## src/rtl/rv_dmem_responder_if.sv

```systemverilog
// Memory-stage request/response bundle plus the SRAM-side signals of the data-memory responder.
// The slave modport is the responder; the master modport is the pipeline and SRAM together.
interface rv_dmem_responder_if #(
    parameter int ADDR_W = 12
);
    logic              mem_read;
    logic              mem_write;
    logic [31:0]       addr;
    logic [3:0]        mem_sel;
    logic [31:0]       wdata;
    logic [2:0]        funct3;
    logic              stall;
    logic [31:0]       rdata;
    logic              rvalid;
    logic              fault;
    logic              ram_en;
    logic [3:0]        ram_we;
    logic [ADDR_W-1:0] ram_addr;
    logic [31:0]       ram_wdata;
    logic [31:0]       ram_rdata;

    modport slave (
        input  mem_read, mem_write, addr, mem_sel, wdata, funct3, ram_rdata,
        output stall, rdata, rvalid, fault, ram_en, ram_we, ram_addr, ram_wdata
    );

    modport master (
        output mem_read, mem_write, addr, mem_sel, wdata, funct3, ram_rdata,
        input  stall, rdata, rvalid, fault, ram_en, ram_we, ram_addr, ram_wdata
    );
endinterface

```

## src/rtl/rv_dmem_responder.sv

```systemverilog
// Data-memory responder: drives a synchronous SRAM, stalls loads for the read latency and
// returns extended load data. Optional misaligned-access trap under RV_DMEM_MISALIGN_EN.
module rv_dmem_responder #(
    parameter int ADDR_W     = 12,
    parameter int RD_LATENCY = 1    // legal range 1..4
) (
    input  logic                 clk,
    input  logic                 rst_n,
    rv_dmem_responder_if.slave   bus
);
    typedef enum logic {IDLE, WAIT} state_t;

    localparam logic [1:0] CNT_INIT = 2'(RD_LATENCY - 1);

    state_t      state_reg, state_next;
    logic [1:0]  cnt_reg, cnt_next;
    logic [1:0]  off_reg, off_next;
    logic [2:0]  f3_reg, f3_next;
    logic [31:0] rdata_reg, rdata_next;
    logic        rvalid_reg, rvalid_next;
    logic        fault_reg, fault_next;
    logic        ram_en, stall, misaligned;
    logic [3:0]  ram_we;

    function automatic logic [31:0] extract(input logic [31:0] word, input logic [1:0] off,
                                            input logic [2:0] f3);
        logic [7:0]  byte_sel;
        logic [15:0] half_sel;
        byte_sel = 8'(word >> {off, 3'b000});
        half_sel = 16'(word >> {off[1], 4'b0000});
        case (f3)
            3'b000:  extract = {{24{byte_sel[7]}}, byte_sel};
            3'b100:  extract = {24'h0, byte_sel};
            3'b001:  extract = {{16{half_sel[15]}}, half_sel};
            3'b101:  extract = {16'h0, half_sel};
            default: extract = word;
        endcase
    endfunction

`ifdef RV_DMEM_MISALIGN_EN
    // funct3[1:0] encodes access size for both loads and stores (01 half, 10 word).
    assign misaligned = ((bus.funct3[1:0] == 2'b01) && bus.addr[0]) ||
                        ((bus.funct3[1:0] == 2'b10) && (bus.addr[1:0] != 2'b00));
`else
    assign misaligned = 1'b0;
`endif

    always_comb begin
        state_next  = state_reg;
        cnt_next    = cnt_reg;
        off_next    = off_reg;
        f3_next     = f3_reg;
        rdata_next  = rdata_reg;
        rvalid_next = 1'b0;
        fault_next  = 1'b0;
        ram_en      = 1'b0;
        ram_we      = 4'b0000;
        stall       = 1'b0;
        case (state_reg)
            IDLE: begin
                // Reset gating keeps the SRAM quiet even if the pipeline presents a store.
                if (rst_n && (bus.mem_write || bus.mem_read)) begin
                    if (misaligned) begin
                        fault_next = 1'b1;
                    end else if (bus.mem_write) begin
                        ram_en = 1'b1;
                        ram_we = bus.mem_sel;
                    end else begin
                        ram_en     = 1'b1;
                        stall      = 1'b1;
                        off_next   = bus.addr[1:0];
                        f3_next    = bus.funct3;
                        cnt_next   = CNT_INIT;
                        state_next = WAIT;
                    end
                end
            end
            WAIT: begin
                if (cnt_reg != 2'd0) begin
                    stall    = 1'b1;
                    cnt_next = cnt_reg - 2'd1;
                end else begin
                    rvalid_next = 1'b1;
                    rdata_next  = extract(bus.ram_rdata, off_reg, f3_reg);
                    state_next  = IDLE;
                end
            end
            default: state_next = IDLE;
        endcase
    end

    always_ff @(posedge clk or negedge rst_n) begin
        if (!rst_n) begin
            state_reg  <= IDLE;
            cnt_reg    <= 2'd0;
            off_reg    <= 2'd0;
            f3_reg     <= 3'd0;
            rdata_reg  <= 32'h0;
            rvalid_reg <= 1'b0;
            fault_reg  <= 1'b0;
        end else begin
            state_reg  <= state_next;
            cnt_reg    <= cnt_next;
            off_reg    <= off_next;
            f3_reg     <= f3_next;
            rdata_reg  <= rdata_next;
            rvalid_reg <= rvalid_next;
            fault_reg  <= fault_next;
        end
    end

    assign bus.stall     = stall;
    assign bus.ram_en    = ram_en;
    assign bus.ram_we    = ram_we;
    assign bus.ram_addr  = bus.addr[ADDR_W+1:2];
    assign bus.ram_wdata = bus.wdata;
    assign bus.rdata     = rdata_reg;
    assign bus.rvalid    = rvalid_reg;
`ifdef RV_DMEM_MISALIGN_EN
    assign bus.fault     = fault_reg;
`else
    assign bus.fault     = 1'b0;
`endif
endmodule

```

## src/flat_wrapper.sv

```systemverilog
// flat-port wrapper written by rule: the top's interface ports become plain ports
module rv_dmem_responder_flat 
#(
    parameter int ADDR_W     = 12,
    parameter int RD_LATENCY = 1                       
)
  (clk, rst_n, bus_mem_read, bus_mem_write, bus_addr, bus_mem_sel, bus_wdata, bus_funct3, bus_ram_rdata, bus_stall, bus_rdata, bus_rvalid, bus_fault, bus_ram_en, bus_ram_we, bus_ram_addr, bus_ram_wdata);
  rv_dmem_responder_if #(.ADDR_W(ADDR_W)) bus_i ();
  input  logic clk;
  input  logic rst_n;
  input wire logic [$bits(bus_i.mem_read)-1:0] bus_mem_read;
  input wire logic [$bits(bus_i.mem_write)-1:0] bus_mem_write;
  input wire logic [$bits(bus_i.addr)-1:0] bus_addr;
  input wire logic [$bits(bus_i.mem_sel)-1:0] bus_mem_sel;
  input wire logic [$bits(bus_i.wdata)-1:0] bus_wdata;
  input wire logic [$bits(bus_i.funct3)-1:0] bus_funct3;
  input wire logic [$bits(bus_i.ram_rdata)-1:0] bus_ram_rdata;
  output wire logic [$bits(bus_i.stall)-1:0] bus_stall;
  output wire logic [$bits(bus_i.rdata)-1:0] bus_rdata;
  output wire logic [$bits(bus_i.rvalid)-1:0] bus_rvalid;
  output wire logic [$bits(bus_i.fault)-1:0] bus_fault;
  output wire logic [$bits(bus_i.ram_en)-1:0] bus_ram_en;
  output wire logic [$bits(bus_i.ram_we)-1:0] bus_ram_we;
  output wire logic [$bits(bus_i.ram_addr)-1:0] bus_ram_addr;
  output wire logic [$bits(bus_i.ram_wdata)-1:0] bus_ram_wdata;
  assign bus_i.mem_read = bus_mem_read;
  assign bus_i.mem_write = bus_mem_write;
  assign bus_i.addr = bus_addr;
  assign bus_i.mem_sel = bus_mem_sel;
  assign bus_i.wdata = bus_wdata;
  assign bus_i.funct3 = bus_funct3;
  assign bus_i.ram_rdata = bus_ram_rdata;
  assign bus_stall = bus_i.stall;
  assign bus_rdata = bus_i.rdata;
  assign bus_rvalid = bus_i.rvalid;
  assign bus_fault = bus_i.fault;
  assign bus_ram_en = bus_i.ram_en;
  assign bus_ram_we = bus_i.ram_we;
  assign bus_ram_addr = bus_i.ram_addr;
  assign bus_ram_wdata = bus_i.ram_wdata;
  rv_dmem_responder #(.ADDR_W(ADDR_W), .RD_LATENCY(RD_LATENCY)) u_core (.clk(clk), .rst_n(rst_n), .bus(bus_i));
endmodule
```

## config.mk

```make
export PLATFORM = sky130hd
export DESIGN_NAME = rv_dmem_responder_flat
export DESIGN_NICKNAME = d
export VERILOG_FILES = /design/src/rtl/rv_dmem_responder_if.sv /design/src/rtl/rv_dmem_responder.sv /design/src/flat_wrapper.sv
export SDC_FILE = /design/constraint.sdc
export NUM_CORES = 1
export LEC_CHECK = 0
export CELL_PAD_IN_SITES_DETAIL_PLACEMENT = 0
export CELL_PAD_IN_SITES_GLOBAL_PLACEMENT = 2
export CORE_MARGIN = 2
export CORE_UTILIZATION = 19
export DETAILED_ROUTE_END_ITERATION = 10
export PLACE_DENSITY_LB_ADDON = 0.1
export SLEW_MARGIN = 20
export SYNTH_ARGS = -nofsm -noshare
export SYNTH_HDL_FRONTEND = slang
export SYNTH_SLANG_ARGS = --single-unit
```

## constraint.sdc

```tcl
create_clock -name clk -period 3.2 [get_ports clk]
set_input_delay 0.48 -clock clk [delete_from_list [all_inputs] [get_ports clk]]
set_output_delay 0.48 -clock clk [all_outputs]
set_load 0.01 [all_outputs]
```

==> flow_metrics.py, run 1 <==
metrics = {
    "outcome": {
        "status": "complete, no violations",
    },
    "grt": {
        "overflow": 0,
        "grt_pass1_wl_um": 13200,
        "first_global_vias": 2239,
        "grtUsageTotal_pct": 12.0,
        "antenna_found_initial": 0,
        "grt_max_degree": 42,
    },
    "timing": {
        "worst_slack_ps": 774,
        "period_share_pct": 75.8,
        "holdWs_ps": 332,
        "max_freq_mhz": 412,
        "fin_worst_skew_ps": 2.76,
        "hold_viol": 0,
        "period_minus_slack_ps": 2430,
        "setup_violations": 0,
        "rsz0062_at_grt": "false",
        "slew_violations": 0,
        "worst_slew_pin_slew_ps": 1060,
        "setup_tns_ps": 0,
        "slew_headroom_pct": 29.3,
    },
    "power": {
        "power_density_mw_per_mm2": 587,
        "irDropWorstVdd_mv": 0.233,
        "total_power_uw": 1980,
        "p_leak_uw": 0.00133,
    },
    "setup_path": {
        "cp_data_required_time_ps": 2720,
        "arrival_ps": 1950,
        "crit_start": "u_core.state_reg",
        "r2r_cells": 4,
        "critPathMaxStageDelay_ps": 540,
        "r2r-end": "u_core.bus.rdata[23]",
        "path_class": "register to primary output",
        "rr_startpoint": "u_core.f3_reg[0]",
        "ff2ff_setup_slack_ps": 930,
        "path_max_fanout": 7,
        "cp-end-kind": "primary output",
        "crit_family": "simple AND/OR/NAND/NOR gates",
        "cp_num_buf_inv": 1,
        "crit_chain": "nor2b_1, nand3b_1, nand2_1, clkdlybuf4s50_1",
        "cp_slowest_cell": "clkdlybuf4s50_1",
        "critPathLaunchType": "register",
    },
    "synthesis": {
        "yosys-top-cells-area": "dfrtp_1 (40%), buf_4 (13%), a21oi_1 (6.8%)",
        "netlist_area_mm2": 0.00256,
        "syn_nets": 386,
        "synth-main-ff-cell": "dfrtp_1",
        "synth-seq-cells": 41,
        "synth_edf_count": 0,
        "netlist-cell-type-count": 42,
        "yosysTopAreaCell": "dfrtp_1",
        "ys_warn_count": 0,
        "synth-seq-area-share_pct": 40.1,
        "yosysTopAreaCellShare_pct": 40.1,
        "synthArstFlopShare_pct": 100,
        "syn-mean-instance-area_um2": 9.21,
        "syn_inst": 278,
    },
    "finish": {
        "largest_reg_flops": 32,
        "drive_above_1_share_pct": 11.4,
        "final_nets": 422,
        "syn2layout_area_growth_pct": 31.7,
        "final_common_cell": "clkdlybuf4s50_1",
        "layout_common_cells": "clkdlybuf4s50_1 (82), dfrtp_1 (41), a21oi_1 (35)",
        "fin_cells": 491,
        "num_antenna_cells": 0,
        "fill_cells": 1421,
    },
    "placement": {
        "dp.cells": 483,
        "dp_slack_ps": 618,
        "dp_hpwl_um": 6110,
        "gp_congestion": 0.719,
        "port_buffers": 83,
    },
    "routing": {
        "vias": 2056,
        "ant_nets": 0,
        "wl_per_cell_um": 17.1,
        "drtIter0Drc": 104,
        "firstDrtPassIters": 4,
        "drc_errors": 0,
        "via_per_inst": 4.19,
        "totalWireLength_um": 8390,
    },
    "cts": {
        "ctsHoldBuffers": 0,
        "postCtsSetupBuffers": 0,
        "cts.sinks": 41,
        "cts_resized": 0,
        "numCtsBuffers": 5,
        "clk_pin_slew_worst_paths_ps": 60,
        "cts_max_level": 2,
        "tritoncts": "done",
        "cts_max_path_buffers": 2,
        "cts_root_buf": "clkbuf_16",
        "clkLatencyLatePin_ps": 280,
    },
    "die": {
        "die_w_um": 120,
        "num_io_pins": 191,
        "fp.dieH_um": 120,
        "start_util_pct": 19.4,
        "dieArea_mm2": 0.0144,
        "core_mm2": 0.0132,
        "rows": 42,
    },
    "min_path": {
        "hp-class": "input port to async pin",
    },
    "run": {
        "max_cap_violations": 0,
    },
}
==> synth_stat cells, types with 2 or more instances <==
cell type / n
buf_6: 3
mux2i_1: 9
clkbuf_1: 6
dfrtp_1: 41
a311oi_1: 7
inv_1: 9
nand2b_1: 4
o31ai_1: 3
buf_4: 45
buf_2: 8
nor4_2: 2
and3_1: 5
a21oi_2: 10
nand2_1: 19
nor2b_1: 3
o21a_1: 7
a21oi_1: 35
a211oi_1: 2
nor2_1: 20
nor3_1: 2
o21ai_0: 9
o21ai_1: 2
nand3_1: 5
o22ai_1: 4
==> cell type report <==
class                   instances  area [µm²]  area share, %
multi-input cells             166        1070           31.7
inverters                       9        33.8           1.00
flip-flops and latches         41        1030           30.4
clock inverters                 2        10.0          0.297
repair buffers                 91         886           26.3
well taps                     176         220           6.53
clock buffers                   6         129           3.82
==> kinds of logic (layout without fill, tap and decap cells) <==
family | count (synthesis) | count (layout) | share of synthesized area [%]
adder cells (fa/ha/maj) | 1 | 1 | 0.488
multiplexers | 13 | 13 | 6.25
AND/OR/NAND/NOR | 67 | 67 | 13.2
buffers and inverters | 71 | 108 | 18.3
flip-flops | 41 | 41 | 40.1
AO/OA/AOI/OAI | 84 | 84 | 21.6
other | 1 | 1 | 0.146
==> worst register-to-register path: cells and delay by family (launching register included) <==
kind / cells / cell delay (ps)
AOI/OAI and AO/OA: 2 / 1040
and+or+nand+nor: 1 / 140
buffers and inverters: 1 / 320
DFF: 1 / 620
==> layer usage <==
metal,GRT usage (%),vias to the layer above,wire [µm]
li1,-,995,-
met5,0,-,0
met2,18.4,81,3820
met3,2.80,10,491
met4,3.53,0,91
met1,16.7,970,3990
==> through the flow <==
step	instance area, µm²	utilization (%)
detailed placement	3230	24.5
global route	3370	25.6
finish	3370	25.6
global placement	3230	24.5
floorplan	2560	-
CTS	3370	25.6
==> report_power, final <==
group | leakage [µW] | switching (µW) | internal (µW)
clock network | 0.0000706 | 209 | 287
registers | 0.000487 | 110 | 641
logic | 0.000767 | 339 | 392
total | 0.00133 | 657 | 1320
==> how the worst max path moves through the flow <==
stage,to,slack [ps],cells after the start
final,bus_stall,770,4
after global routing,bus_stall,530,4
after CTS,bus_stall,700,4
after detailed placement,u_core.bus.rdata[23],620,5
after global placement,u_core.bus.rdata[23],640,5
after floorplan,bus_stall,1690,3
Note: power is estimated with default switching activity, not from simulation.
==> inputs of run 2 (changes only) <==
CORE_UTILIZATION = 18   (was 19)
clock period = 2.5 ns   (was 3.2 ns; I/O delays follow)
==> flow_metrics.py, run 2 (same netlist as run 1, synthesis figures left out) <==
metrics = {
    "cts": {
        "cts_root_buf": "clkbuf_16",
        "cts_max_path_buffers": 2,
        "numCtsBuffers": 5,
        "cts_max_level": 2,
        "clkLatencyLatePin_ps": 290,
        "cts_resized": 0,
        "postCtsSetupBuffers": 0,
        "ctsHoldBuffers": 0,
        "tritoncts": "done",
        "clk_pin_slew_worst_paths_ps": 60,
        "cts.sinks": 41,
    },
    "die": {
        "num_io_pins": 191,
        "dieArea_mm2": 0.0152,
        "die_w_um": 123,
        "fp.dieH_um": 123,
        "start_util_pct": 18.5,
        "rows": 43,
        "core_mm2": 0.0139,
    },
    "placement": {
        "gp_congestion": 0.680,
        "port_buffers": 83,
        "dp_hpwl_um": 6290,
    },
    "grt": {
        "grtUsageTotal_pct": 11.9,
        "antenna_found_initial": 0,
        "overflow": 0,
        "grt_pass1_wl_um": 13400,
        "first_global_vias": 2267,
        "grt_max_degree": 42,
    },
    "timing": {
        "period_minus_slack_ps": 2200,
        "setup_violations": 0,
        "worst_slew_pin_slew_ps": 817,
        "slew_violations": 0,
        "rsz0062_at_grt": "false",
        "max_freq_mhz": 455,
        "period_share_pct": 87.9,
        "slew_headroom_pct": 45.3,
        "hold_viol": 0,
        "fin_worst_skew_ps": 6.81,
        "setup_tns_ps": 0,
    },
    "setup_path": {
        "cp-end-kind": "primary output",
        "cp_slowest_cell": "clkdlybuf4s50_1",
        "critPathLaunchType": "input port",
        "path_class": "input port to primary output",
        "critPathMaxStageDelay_ps": 550,
        "cp_data_required_time_ps": 2120,
        "crit_path_frequent_cell": "clkdlybuf4s50_1",
        "cp_num_buf_inv": 2,
        "arrival_ps": 1820,
        "path_max_fanout": 7,
        "crit_family": "buffers and inverters",
        "crit_chain": "clkdlybuf4s50_1, nand3b_1, nand2_1, clkdlybuf4s50_1",
    },
    "routing": {
        "via_per_inst": 4.16,
        "totalWireLength_um": 8760,
        "firstDrtPassIters": 4,
        "ant_nets": 0,
        "vias": 2079,
        "drc_errors": 0,
        "drtIter0Drc": 128,
        "wl_per_cell_um": 17.5,
    },
    "finish": {
        "drive_above_1_share_pct": 12.2,
        "num_antenna_cells": 0,
        "final_nets": 427,
        "syn2layout_area_growth_pct": 33.2,
        "layout_common_cells": "clkdlybuf4s50_1 (82), dfrtp_1 (41), a21oi_1 (35)",
        "final_common_cell": "clkdlybuf4s50_1",
        "largest_reg_flops": 32,
    },
    "power": {
        "irDropWorstVdd_mv": 0.237,
        "p_leak_uw": 0.00134,
        "power_density_mw_per_mm2": 754,
        "total_power_uw": 2570,
    },
    "min_path": {
        "hp-class": "input port to async pin",
    },
    "outcome": {
        "status": "complete, no violations",
    },
    "run": {
        "max_cap_violations": 0,
    },
}
## run 2: final timing paths
kind	from	endpoint	slack, ps	cells after the start
min reg2reg	u_core.cnt_reg[0]	u_core.cnt_reg[0]	490	1
max	bus_mem_write	bus_stall	300	4
max reg2reg	u_core.cnt_reg[0]	u_core.bus.rdata[1]	650	8
max in group asynchronous	rst_n	u_core.bus.rdata[10]	1820	2
min in group clk	u_core.cnt_reg[0]	u_core.cnt_reg[0]	490	1
min	rst_n	u_core.bus.rdata[16]	290	2
## run 2: worst reg2reg max path, cell delays in order, from the launching register on
cell,delay [ps]
dfrtp_1,390
inv_1,70
ha_1,150
nand2_1,110
inv_1,90
buf_4,370
nand3_1,260
o22ai_1,210
a21oi_1,60
## run 2: routing by layer
layer / wire (µm) / part of all wire [%] / track usage (%) / vias to the layer above
met5: 0 / 0 / 0 / -
met4: 74 / 0.84 / 2.56 / 0
met3: 542 / 6.2 / 3.18 / 5
met2: 4060 / 46 / 19.5 / 72
met1: 4090 / 47 / 15.6 / 993
li1: - / - / - / 1009
## run 2: per-stage QoR
stage	instance area (µm²)	worst slack [ps]	cells	utilization [%]	hold WS, ps
final	3410	302	500	24.6	288
after global routing	3410	189	500	24.6	349
after CTS	3410	287	500	24.6	335
after detailed placement	3280	292	492	23.6	491
after global placement	3280	291	492	23.6	472
after floorplan	2560	1010	278	-	79.4
## run 2: area by class of cell
type | count | area, µm²
flip-flops and latches | 41 | 1030
well taps | 180 | 225
multi-input cells | 166 | 1070
clock buffers | 8 | 136
inverters | 9 | 33.8
repair buffers | 96 | 923
fillers | 1519 | 10500
## run 2: report_power, final
part / switching [µW] / internal, µW / total, µW
Combinational: 463 / 520 / 983
Sequential: 122 / 821 / 943
Clock: 274 / 373 / 647
Total: 859 / 1710 / 2570
